==> config.mk <==
export PLATFORM = sky130hd
export DESIGN_NAME = program_sequencer_mc_flat
export DESIGN_NICKNAME = d
export VERILOG_FILES = /design/src/rtl/program_sequencer_mc_if.sv /design/src/rtl/program_sequencer_mc.sv /design/src/flat_wrapper.sv
export SDC_FILE = /design/constraint.sdc
export NUM_CORES = 1
export LEC_CHECK = 0
export CAP_MARGIN = 25
export CORE_MARGIN = 2
export CORE_UTILIZATION = 40
export CTS_CLUSTER_SIZE = 8
export DETAILED_ROUTE_END_ITERATION = 8
export REMOVE_ABC_BUFFERS = 1
export SETUP_SLACK_MARGIN = 0.1
export SKIP_LAST_GASP = 1
export SYNTH_ARGS = -nofsm -noshare
export SYNTH_HDL_FRONTEND = slang
export SYNTH_SLANG_ARGS = --single-unit
==> constraint.sdc <==
create_clock -name clk -period 3.9 [get_ports clk]
set_input_delay 0.585 -clock clk [delete_from_list [all_inputs] [get_ports clk]]
set_output_delay 0.585 -clock clk [all_outputs]
set_load 0.01 [all_outputs]
==> src/rtl/program_sequencer_mc_if.sv <==
// rtl/program_sequencer_mc_if.sv - decoder/ROM/cache-side bus of program_sequencer_mc (miss_count with PS_MISS_COUNT_EN)
interface program_sequencer_mc_if #(
   parameter int PC_WIDTH   = 8,
   parameter int JMP_WIDTH  = 4,
   parameter int WORDS_LOG2 = 5,
   parameter int LINES_LOG2 = 1
);
   logic                             sync_reset;
   logic [JMP_WIDTH-1:0]             jmp_addr;
   logic                             jmp;
   logic                             jmp_nz;
   logic                             dont_jmp;
   logic [PC_WIDTH-1:0]              pc;
   logic                             hold_out;
   logic [PC_WIDTH-1:0]              rom_address;
   logic                             cache_wren;
   logic [LINES_LOG2+WORDS_LOG2-1:0] cache_wroffset;
   logic [LINES_LOG2+WORDS_LOG2-1:0] cache_rdoffset;
`ifdef PS_MISS_COUNT_EN
   logic [15:0]                      miss_count;

   modport master (
      input  sync_reset, jmp_addr, jmp, jmp_nz, dont_jmp,
      output pc, hold_out, rom_address, cache_wren, cache_wroffset, cache_rdoffset, miss_count
   );
   modport slave (
      output sync_reset, jmp_addr, jmp, jmp_nz, dont_jmp,
      input  pc, hold_out, rom_address, cache_wren, cache_wroffset, cache_rdoffset, miss_count
   );
`else
   modport master (
      input  sync_reset, jmp_addr, jmp, jmp_nz, dont_jmp,
      output pc, hold_out, rom_address, cache_wren, cache_wroffset, cache_rdoffset
   );
   modport slave (
      output sync_reset, jmp_addr, jmp, jmp_nz, dont_jmp,
      input  pc, hold_out, rom_address, cache_wren, cache_wroffset, cache_rdoffset
   );
`endif
endinterface

==> src/rtl/program_sequencer_mc.sv <==
// rtl/program_sequencer_mc.sv - program sequencer with direct-mapped instruction cache and ROM line fill
// Optional miss counter enabled by defining PS_MISS_COUNT_EN.
module program_sequencer_mc #(
   parameter int PC_WIDTH   = 8,
   parameter int JMP_WIDTH  = 4,
   parameter int WORDS_LOG2 = 5,
   parameter int LINES_LOG2 = 1
) (
   input  logic clk,
   input  logic reset_n,
   program_sequencer_mc_if.master bus
);
   localparam int OFF_W  = LINES_LOG2 + WORDS_LOG2;
   localparam int TAG_W  = PC_WIDTH - OFF_W;
   localparam int NLINES = 1 << LINES_LOG2;
   localparam logic [WORDS_LOG2-1:0] LAST_K = '1;

   typedef enum logic [1:0] {RUN, FILL, DRAIN} state_t;

   state_t                 state, state_nx;
   logic [PC_WIDTH-1:0]    pc_q, pm_addr, miss_addr;
   logic [WORDS_LOG2-1:0]  k;
   logic [TAG_W-1:0]       tags [NLINES];
   logic [NLINES-1:0]      valid;
   logic                   reset_pending;
   logic                   hit;
   logic                   wren_q;
   logic [OFF_W-1:0]       wroffset_q, rdoffset_q;
   logic [LINES_LOG2-1:0]  pm_line, miss_line;
   logic [TAG_W-1:0]       pm_tag, miss_tag;
`ifdef PS_MISS_COUNT_EN
   logic [15:0]            miss_cnt;
   assign bus.miss_count = miss_cnt;
`endif

   assign pm_line   = pm_addr[OFF_W-1:WORDS_LOG2];
   assign pm_tag    = pm_addr[PC_WIDTH-1:OFF_W];
   assign miss_line = miss_addr[OFF_W-1:WORDS_LOG2];
   assign miss_tag  = miss_addr[PC_WIDTH-1:OFF_W];

   always_comb begin
      pm_addr = pc_q + PC_WIDTH'(1);
      if (reset_pending)
         pm_addr = '0;
      else if (bus.jmp | (bus.jmp_nz & ~bus.dont_jmp))
         pm_addr = {bus.jmp_addr, {(PC_WIDTH-JMP_WIDTH){1'b0}}};
   end

   assign hit = valid[pm_line] && (tags[pm_line] == pm_tag);

   always_ff @(posedge clk or negedge reset_n) begin
      if (!reset_n) state <= RUN;
      else          state <= state_nx;
   end

   always_comb begin
      state_nx = state;
      case (state)
         RUN:     if (!hit) state_nx = FILL;
         FILL:    if (k == LAST_K) state_nx = DRAIN;
         DRAIN:   state_nx = RUN;
         default: state_nx = RUN;
      endcase
      if (bus.sync_reset) state_nx = RUN;
   end

   always_comb begin
      bus.hold_out = bus.sync_reset | (state != RUN) | ~hit;
      if (state == FILL)
         bus.rom_address = {miss_addr[PC_WIDTH-1:WORDS_LOG2], k};
      else
         bus.rom_address = {pm_addr[PC_WIDTH-1:WORDS_LOG2], {WORDS_LOG2{1'b0}}};
   end

   // The write stage trails FILL by one register to line up with ROM read latency.
   always_ff @(posedge clk or negedge reset_n) begin
      if (!reset_n) begin
         pc_q          <= '0;
         miss_addr     <= '0;
         k             <= '0;
         valid         <= '0;
         reset_pending <= 1'b1;
         wren_q        <= 1'b0;
         wroffset_q    <= '0;
         rdoffset_q    <= '0;
         for (int i = 0; i < NLINES; i++) tags[i] <= '0;
`ifdef PS_MISS_COUNT_EN
         miss_cnt      <= '0;
`endif
      end else if (bus.sync_reset) begin
         valid         <= '0;
         reset_pending <= 1'b1;
         pc_q          <= '0;
         wren_q        <= 1'b0;
         k             <= '0;
`ifdef PS_MISS_COUNT_EN
         miss_cnt      <= '0;
`endif
      end else begin
         wren_q     <= (state == FILL);
         wroffset_q <= {miss_line, k};
         case (state)
            RUN: begin
               if (hit) begin
                  pc_q          <= pm_addr;
                  rdoffset_q    <= pm_addr[OFF_W-1:0];
                  reset_pending <= 1'b0;
               end else begin
                  miss_addr <= pm_addr;
                  k         <= '0;
`ifdef PS_MISS_COUNT_EN
                  if (miss_cnt != 16'hFFFF) miss_cnt <= miss_cnt + 16'd1;
`endif
               end
            end
            FILL: k <= k + WORDS_LOG2'(1);
            DRAIN: begin
               valid[miss_line] <= 1'b1;
               tags[miss_line]  <= miss_tag;
               pc_q             <= miss_addr;
               rdoffset_q       <= miss_addr[OFF_W-1:0];
               reset_pending    <= 1'b0;
            end
            default: ;
         endcase
      end
   end

   assign bus.pc             = pc_q;
   assign bus.cache_wren     = wren_q;
   assign bus.cache_wroffset = wroffset_q;
   assign bus.cache_rdoffset = rdoffset_q;
endmodule

==> src/flat_wrapper.sv <==
// flat-port wrapper written by rule: the top's interface ports become plain ports
module program_sequencer_mc_flat 
#(
   parameter int PC_WIDTH   = 8,
   parameter int JMP_WIDTH  = 4,
   parameter int WORDS_LOG2 = 5,
   parameter int LINES_LOG2 = 1
)
  (clk, reset_n, bus_sync_reset, bus_jmp_addr, bus_jmp, bus_jmp_nz, bus_dont_jmp, bus_pc, bus_hold_out, bus_rom_address, bus_cache_wren, bus_cache_wroffset, bus_cache_rdoffset);
  program_sequencer_mc_if #(.PC_WIDTH(PC_WIDTH), .JMP_WIDTH(JMP_WIDTH), .WORDS_LOG2(WORDS_LOG2), .LINES_LOG2(LINES_LOG2)) bus_i ();
  input  logic clk;
  input  logic reset_n;
  input wire logic [$bits(bus_i.sync_reset)-1:0] bus_sync_reset;
  input wire logic [$bits(bus_i.jmp_addr)-1:0] bus_jmp_addr;
  input wire logic [$bits(bus_i.jmp)-1:0] bus_jmp;
  input wire logic [$bits(bus_i.jmp_nz)-1:0] bus_jmp_nz;
  input wire logic [$bits(bus_i.dont_jmp)-1:0] bus_dont_jmp;
  output wire logic [$bits(bus_i.pc)-1:0] bus_pc;
  output wire logic [$bits(bus_i.hold_out)-1:0] bus_hold_out;
  output wire logic [$bits(bus_i.rom_address)-1:0] bus_rom_address;
  output wire logic [$bits(bus_i.cache_wren)-1:0] bus_cache_wren;
  output wire logic [$bits(bus_i.cache_wroffset)-1:0] bus_cache_wroffset;
  output wire logic [$bits(bus_i.cache_rdoffset)-1:0] bus_cache_rdoffset;
  assign bus_i.sync_reset = bus_sync_reset;
  assign bus_i.jmp_addr = bus_jmp_addr;
  assign bus_i.jmp = bus_jmp;
  assign bus_i.jmp_nz = bus_jmp_nz;
  assign bus_i.dont_jmp = bus_dont_jmp;
  assign bus_pc = bus_i.pc;
  assign bus_hold_out = bus_i.hold_out;
  assign bus_rom_address = bus_i.rom_address;
  assign bus_cache_wren = bus_i.cache_wren;
  assign bus_cache_wroffset = bus_i.cache_wroffset;
  assign bus_cache_rdoffset = bus_i.cache_rdoffset;
  program_sequencer_mc #(.PC_WIDTH(PC_WIDTH), .JMP_WIDTH(JMP_WIDTH), .WORDS_LOG2(WORDS_LOG2), .LINES_LOG2(LINES_LOG2)) u_core (.clk(clk), .reset_n(reset_n), .bus(bus_i));
endmodule
==> impl_metrics.csv, run 1 <==
group,metric,value,unit
clocking,cts.sinks,43,
detailed_routing,dr.pass1.iters,4,
clocking,clk_pin_slew,0.08,ns
critical_path,path_class,"input pin to output pin",
clocking,post_cts_buffers,0,
timing,hold_viol_final,0,
timing,tns,0,ns
outcome,status,"finished, final reports clean",
clocking,ctsHoldBuffers,0,
detailed_routing,drt_iter0_drc,92,
power_and_ir_drop,peakVddDrop,0.249,mV
critical_path,arrival,2.94,ns
critical_path,critPathLaunchType,"input pin",
global_route,grt_usage,18.3,%
clocking,cts_root_buf,"clkbuf_8",
critical_path,cp_data_required_time,3.31,ns
detailed_routing,drt_wl_total,5.17,mm
global_route,antenna_found_initial,0,
global_route,grt_max_degree,44,
critical_path,startpoint,"bus_dont_jmp",
global_route,grt_pass1_wl,8.68,mm
floorplanning,rows,26,
timing,fmax,283,MHz
detailed_routing,detail-route-antenna-nets,0,
clocking,numCtsBuffers,5,
critical_path,r2r-start,"u_core.bus.pc[2]",
critical_path,r2r_end,"u_core.k[0]",
cells_and_area,layout.nets,261,
cells_and_area,area_growth,27.3,%
cells_and_area,seq_area,1080,sq um
placement,pre_cts_slack,0.398,ns
hold_path,hold_class,"input pin to asynchronous set/reset pin",
critical_path,rrSetupSlack,0.86,ns
power_and_ir_drop,powerDensity,314,nW/um^2
yosys,syn-cell-area,2170,sq um
floorplanning,die_w,77.6,um
detailed_routing,wl_per_cell,16.2,um
cells_and_area,postLayoutCellArea,2760,sq um
run,cap_violations,0,
power_and_ir_drop,leakage,0.00126,uW
clocking,htree_num_levels,2,
cells_and_area,fillers,470,
timing,worst_slew_pin_slew,0.746,ns
power_and_ir_drop,p_total,867,uW
cells_and_area,drive_above_1_share,15.3,%
detailed_routing,viasPerCell,5.39,
yosys,async_flop_share,100,%
detailed_routing,num_vias,1721,
clocking,post_cts_resized,0,
timing,fin_skew,0.00707,ns
floorplanning,die_area,6020,sq um
yosys,syn-mean-instance-area,10.6,sq um
yosys,synth-edff-count,0,
cells_and_area,fin_util,53.3,%
timing,rsz0062_at_grt,"false",
detailed_routing,drc,0,
clocking,cts_tree,"yes",
placement,dp_hpwl,3.54,mm
timing,worst_slack,0.372,ns
floorplanning,core,5170,sq um
floorplanning,die_y,77.6,um
timing,slew_headroom,50.1,%
cells_and_area,insertedDiodeCount,0,
clocking,cts_buffer_depth,2,
critical_path,critical_path.endpoint_type,"output pin",
timing,final-max-slew-violation-count,0,
placement,io_buffers,39,
yosys,ys_seq_area_share,49.7,%
timing,fin_crit_sh,90.5,%
global_route,gr-total-overflow,0,
yosys,ys_warn_count,0,
timing,setup_viol,0,
timing,fin_crit,3.53,ns
critical_path,reg2reg_depth,7,
yosys,synth_cells,205,
yosys,synth.distinct_cells,48,
floorplanning,io_pins,40,
floorplanning,initial_utilization,41.9,%
yosys,synth-main-ff-cell,"dfrtp_1",
critical_path,critPathMaxFanout,6,
placement,placed_area,2630,sq um
global_route,grt_pass1_vias,1694,
clocking,clk-insertion-delay-late,0.29,ns
cells_and_area,multi_input_area,1030,sq um
placement,place.gp.congestion,0.799,
yosys,ys_seq_elements,43,
[cells in the final DEF (no fill, tap or decap), drive strengths merged, types with 3 or more instances in the layout]
cell type,instances
nor3,9
clkdlybuf4s50,38
nand3,5
a21o,4
nand2,16
mux2i,6
nor2,15
a311o,3
mux2,14
a21oi,8
nand2b,6
clkbuf,7
and2,7
dfrtp,42
o2bb2ai,4
ha,3
o21ai,15
buf,7
and3,6
inv,3
xor2,4
[sequential cells by signal, summed over array words and instances, names as in the netlist]
| signal | count |
|---|---|
| u_core.bus.cache_wren | 1 |
| u_core.bus.cache_wroffset | 6 |
| u_core.bus.cache_rdoffset | 6 |
| u_core.k | 5 |
| u_core.miss_addr | 8 |
| u_core.bus.pc | 8 |
| u_core.reset_pending | 1 |
| u_core.state | 2 |
| u_core.tags | 4 |
| u_core.valid | 2 |
[per-layer routing]
layer  share of wire [%]  wire [um]  track usage [%]  vias to the layer above
met5                   0          0                0                        -
met4                 1.2         64             7.68                        0
met3                 5.8        299             3.95                        9
met2                  46       2360             26.9                       47
met1                  47       2450             26.2                      834
li1                    -          -                -                      831
[how the worst max path moves through the flow]
stage / endpoint / slack (ns)
5_1_grt: bus_hold_out / 0.18
2_1_floorplan: u_core.miss_addr[6] / 1.26
4_1_cts: bus_hold_out / 0.38
3_3_place_gp: bus_hold_out / 0.46
6_report: bus_hold_out / 0.37
3_5_place_dp: bus_hold_out / 0.40
[synthesized netlist by cell type, drive strengths merged, types with 2 or more instances]
master	count	area (sq um)
a211oi	2	15.0
a21o	4	30.0
a21oi	8	40.0
a22o	2	17.5
a311o	3	31.3
and2	7	43.8
and3	6	40.0
buf	4	25.0
clkbuf	5	18.8
dfrtp	42	1050
ha	3	37.5
inv	3	11.3
mux2	14	169
mux2i	6	60.1
nand2	16	60.1
nand2b	6	37.5
nand3	5	25.0
nand3b	2	15.0
nor2	15	56.3
nor3	9	50.1
o21ai	15	75.1
o2bb2ai	4	35.0
o32ai	2	17.5
xnor2	2	17.5
xor2	4	35.0
[per-stage QoR]
| stage | hold slack, ns | instances |
|---|---|---|
| floorplan | 0.289 | 196 |
| global placement | 0.463 | 310 |
| detailed placement | 0.465 | 310 |
| CTS | 0.470 | 318 |
| global route | 0.0968 | 319 |
| finish | 0.102 | 319 |
[cells by family after synthesis]
| family | synth area share [%] |
|---|---|
| simple gates | 17.3 |
| mux | 10.6 |
| flops | 49.7 |
| compound gates | 15.7 |
| fa+ha+maj | 1.73 |
| buf+inv | 2.54 |
| xor+xnor | 2.42 |
[critical path, stage by stage]
cell	delay (ns)
clkdlybuf4s50_1	0.45
nand2b_1	0.15
and2_0	0.18
a311o_1	0.31
mux2i_1	0.28
xor2_1	0.34
nand4_1	0.15
clkdlybuf4s50_1	0.50
[where the power goes]
group | switching, uW | total [uW] | internal (uW) | leakage, uW
clock | 155 | 316 | 161 | 0.0000505
sequential | 7.92 | 462 | 454 | 0.000592
combinational | 50.6 | 89.0 | 38.5 | 0.000616
total | 213 | 867 | 653 | 0.00126
[layout make-up]
class	instances	area share, %
sequential	43	39.1
multi-input combinational	150	37.5
timing repair buffer	45	16.1
clock buffer	7	3.49
tap	70	3.18
inverter	3	0.408
clock inverter	1	0.272
Power figures use the tool's default switching activity.
==> run 2: changes to the inputs <==
Settings changed: ABC_AREA set to 1, RECOVER_POWER set to 100.
==> impl_metrics.csv, run 2 <==
group,metric,value,unit
yosys,synth_cells,275,
hold_path,hold_class,"input pin to asynchronous set/reset pin",
timing,fmax,298,MHz
timing,worst_slack,0.544,ns
yosys,synth-xor-area-share,0.405,%
clocking,cts_root_buf,"clkbuf_8",
global_route,antenna_found_initial,0,
critical_path,critPathMaxFanout,9,
cells_and_area,layout.nets,332,
global_route,grt_max_degree,44,
floorplanning,io_pins,40,
run,cap_violations,1,
power_and_ir_drop,comb_power_share,15.6,%
critical_path,startpoint,"bus_dont_jmp",
global_route,grt_pass1_vias,1759,
critical_path,r2r-start,"u_core.bus.pc[0]",
clocking,post_cts_resized,0,
placement,place.gp.congestion,0.753,
timing,setup_viol,0,
yosys,synth.distinct_cells,27,
clocking,htree_num_levels,2,
yosys,synth-edff-count,0,
yosys,async_flop_share,100,%
cells_and_area,layout_common_cells,"101 x nand2_1, 42 x dfrtp_1, 32 x dlygate4sd3_1, 26 x o21ai_0, 25 x nor2_1",
power_and_ir_drop,powerDensity,399,nW/um^2
yosys,synthSimpleGateAreaFrac,32.6,%
outcome,violations,"max-capacitance violations, max-slew violations",
clocking,clk_pin_slew,0.08,ns
yosys,synth_area_leaders,"dfrtp_1 49%, nand2_1 17%, o21ai_0 4.6%",
yosys,yosysTopAreaCell,"dfrtp_1",
power_and_ir_drop,p_sw,283,uW
power_and_ir_drop,seq_power_share,46.6,%
power_and_ir_drop,p_int,806,uW
yosys,synth_compound_area_share,9.77,%
placement,placed_cells,381,
yosys,syn-cell-area,2160,sq um
detailed_routing,detail-route-antenna-nets,0,
clocking,post_cts_buffers,0,
cells_and_area,fin_util,52.8,%
critical_path,path_class,"input pin to output pin",
cells_and_area,fillers,491,
timing,final-max-slew-violation-count,38,
timing,rsz0062_at_grt,"false",
yosys,ys_warn_count,0,
yosys,synthMuxAreaShare,0,%
timing,fin_skew,0.00784,ns
outcome,status,"finished with violations",
detailed_routing,viasPerCell,4.73,
global_route,grt_usage,17.0,%
yosys,synth_common_cells,"99 x nand2_1, 42 x dfrtp_1, 25 x nor2_1",
cells_and_area,drive_above_1_share,5.94,%
critical_path,cp_data_required_time,3.31,ns
cells_and_area,finalNonFillerCells,390,
yosys,synth_top_family_by_area,"simple AND/OR/NAND/NOR gates",
detailed_routing,dr.pass1.iters,4,
floorplanning,rows,26,
global_route,gr-total-overflow,0,
yosys,syn-mean-instance-area,7.87,sq um
clocking,cts.sinks,43,
timing,fin_hold_ws,0.186,ns
clocking,cts_buffer_depth,2,
yosys,synth-main-ff-cell,"dfrtp_1",
floorplanning,core,5170,sq um
clocking,ctsHoldBuffers,0,
placement,io_buffers,39,
critical_path,rrSetupSlack,1.06,ns
power_and_ir_drop,leakage,0.00135,uW
floorplanning,die_area,6020,sq um
yosys,yosys.area_share.adder,1.73,%
yosys,ys_seq_area_share,49.8,%
yosys,ys_seq_elements,43,
cells_and_area,area_growth,26.1,%
critical_path,arrival,2.77,ns
detailed_routing,drt_wl_total,4.69,mm
timing,worst_slew_pin_slew,1.92,ns
detailed_routing,num_vias,1846,
clocking,numCtsBuffers,5,
detailed_routing,drc,0,
power_and_ir_drop,peakVddDrop,0.258,mV
critical_path,reg2reg_depth,14,
clocking,cts_tree,"yes",
floorplanning,initial_utilization,41.8,%
critical_path,endpoint,"bus_hold_out",
timing,hold_viol_final,0,
power_and_ir_drop,switching_share,26.0,%
critical_path,r2r_end,"u_core.bus.pc[6]",
cells_and_area,layout_commonest_cell,"nand2_1",
detailed_routing,drt_iter0_drc,112,
critical_path,critPathLaunchType,"input pin",
global_route,grt_pass1_wl,8.24,mm
yosys,synth.most_common_cell,"nand2_1",
timing,tns,0,ns
floorplanning,die_w,77.6,um
floorplanning,die_y,77.6,um
clocking,clk-insertion-delay-late,0.29,ns
timing,fin_crit_sh,86.0,%
placement,pre_cts_slack,0.715,ns
timing,slew_headroom,-27.9,%
yosys,synth_top_cell_area_share,48.6,%
critical_path,critical_path.endpoint_type,"output pin",
cells_and_area,insertedDiodeCount,0,
detailed_routing,wl_per_cell,12.0,um
timing,fin_crit,3.36,ns
power_and_ir_drop,p_clk_share,37.9,%
placement,dp_hpwl,3.43,mm
-- run 2: worst min path at each step --
stage	startpoint	end	slack, ns
2_1_floorplan	reset_n	u_core.bus.cache_rdoffset[0]	0.29
3_3_place_gp	u_core.bus.cache_rdoffset[5]	u_core.bus.cache_rdoffset[5]	0.45
3_5_place_dp	u_core.bus.cache_rdoffset[2]	u_core.bus.cache_rdoffset[2]	0.46
4_1_cts	reset_n	u_core.bus.pc[2]	0.47
5_1_grt	reset_n	u_core.bus.pc[7]	0.22
6_report	reset_n	u_core.bus.pc[7]	0.19
-- run 2: power groups by stage --
stage | Combinational (uW) | Clock, uW | Sequential [uW]
finish | 170 | 413 | 507
global route | 192 | 446 | 513
CTS | 188 | 421 | 509
detailed placement | 187 | 0 | 517
global placement | 187 | 0 | 516
floorplan | 82.2 | 0 | 522
-- run 2: cell type report --
class                      count  area (sq um)  share of cell area (%)
clock buffer                   5          68.8                    2.52
clock inverter                 3          67.6                    2.47
inverter                      25          93.8                    3.44
multi-input combinational    203           943                    34.6
sequential                    43          1080                    39.5
timing repair buffer          41           392                    14.3
tap                           70          87.6                    3.21
-- run 2: worst max-delay path, cell delays in order --
cell           delay [ns]
dlygate4sd3_1        0.52
inv_1                0.06
a21oi_4              0.26
nor2_2               0.08
nor2_4               0.14
nand2_4              0.10
nand2_1              0.07
nand3_1              0.06
nand2_1              0.09
nand4_1              0.15
dlygate4sd3_1        0.65
-- run 2: metal layers --
layer	global-route usage [%]	vias to the layer above	part of all wire, %
li1	-	963	-
met1	23.8	852	50
met2	26.9	29	46
met3	3.95	2	3.1
met4	4.29	0	0.62
met5	0	-	0
-- run 2: logic make-up after synthesis --
kind of cell / count (synthesis)
adder cells (fa/ha/maj): 3
flip-flops: 43
buffers and inverters: 29
XOR/XNOR: 1
AO/OA/AOI/OAI: 38
AND/OR/NAND/NOR: 161
-- run 2: through the flow --
stage | total power (uW) | instance area, sq um
2_1_floorplan | 604 | 2130
5_1_grt | 1150 | 2730
3_3_place_gp | 703 | 2620
6_report | 1090 | 2730
4_1_cts | 1120 | 2750
3_5_place_dp | 704 | 2620
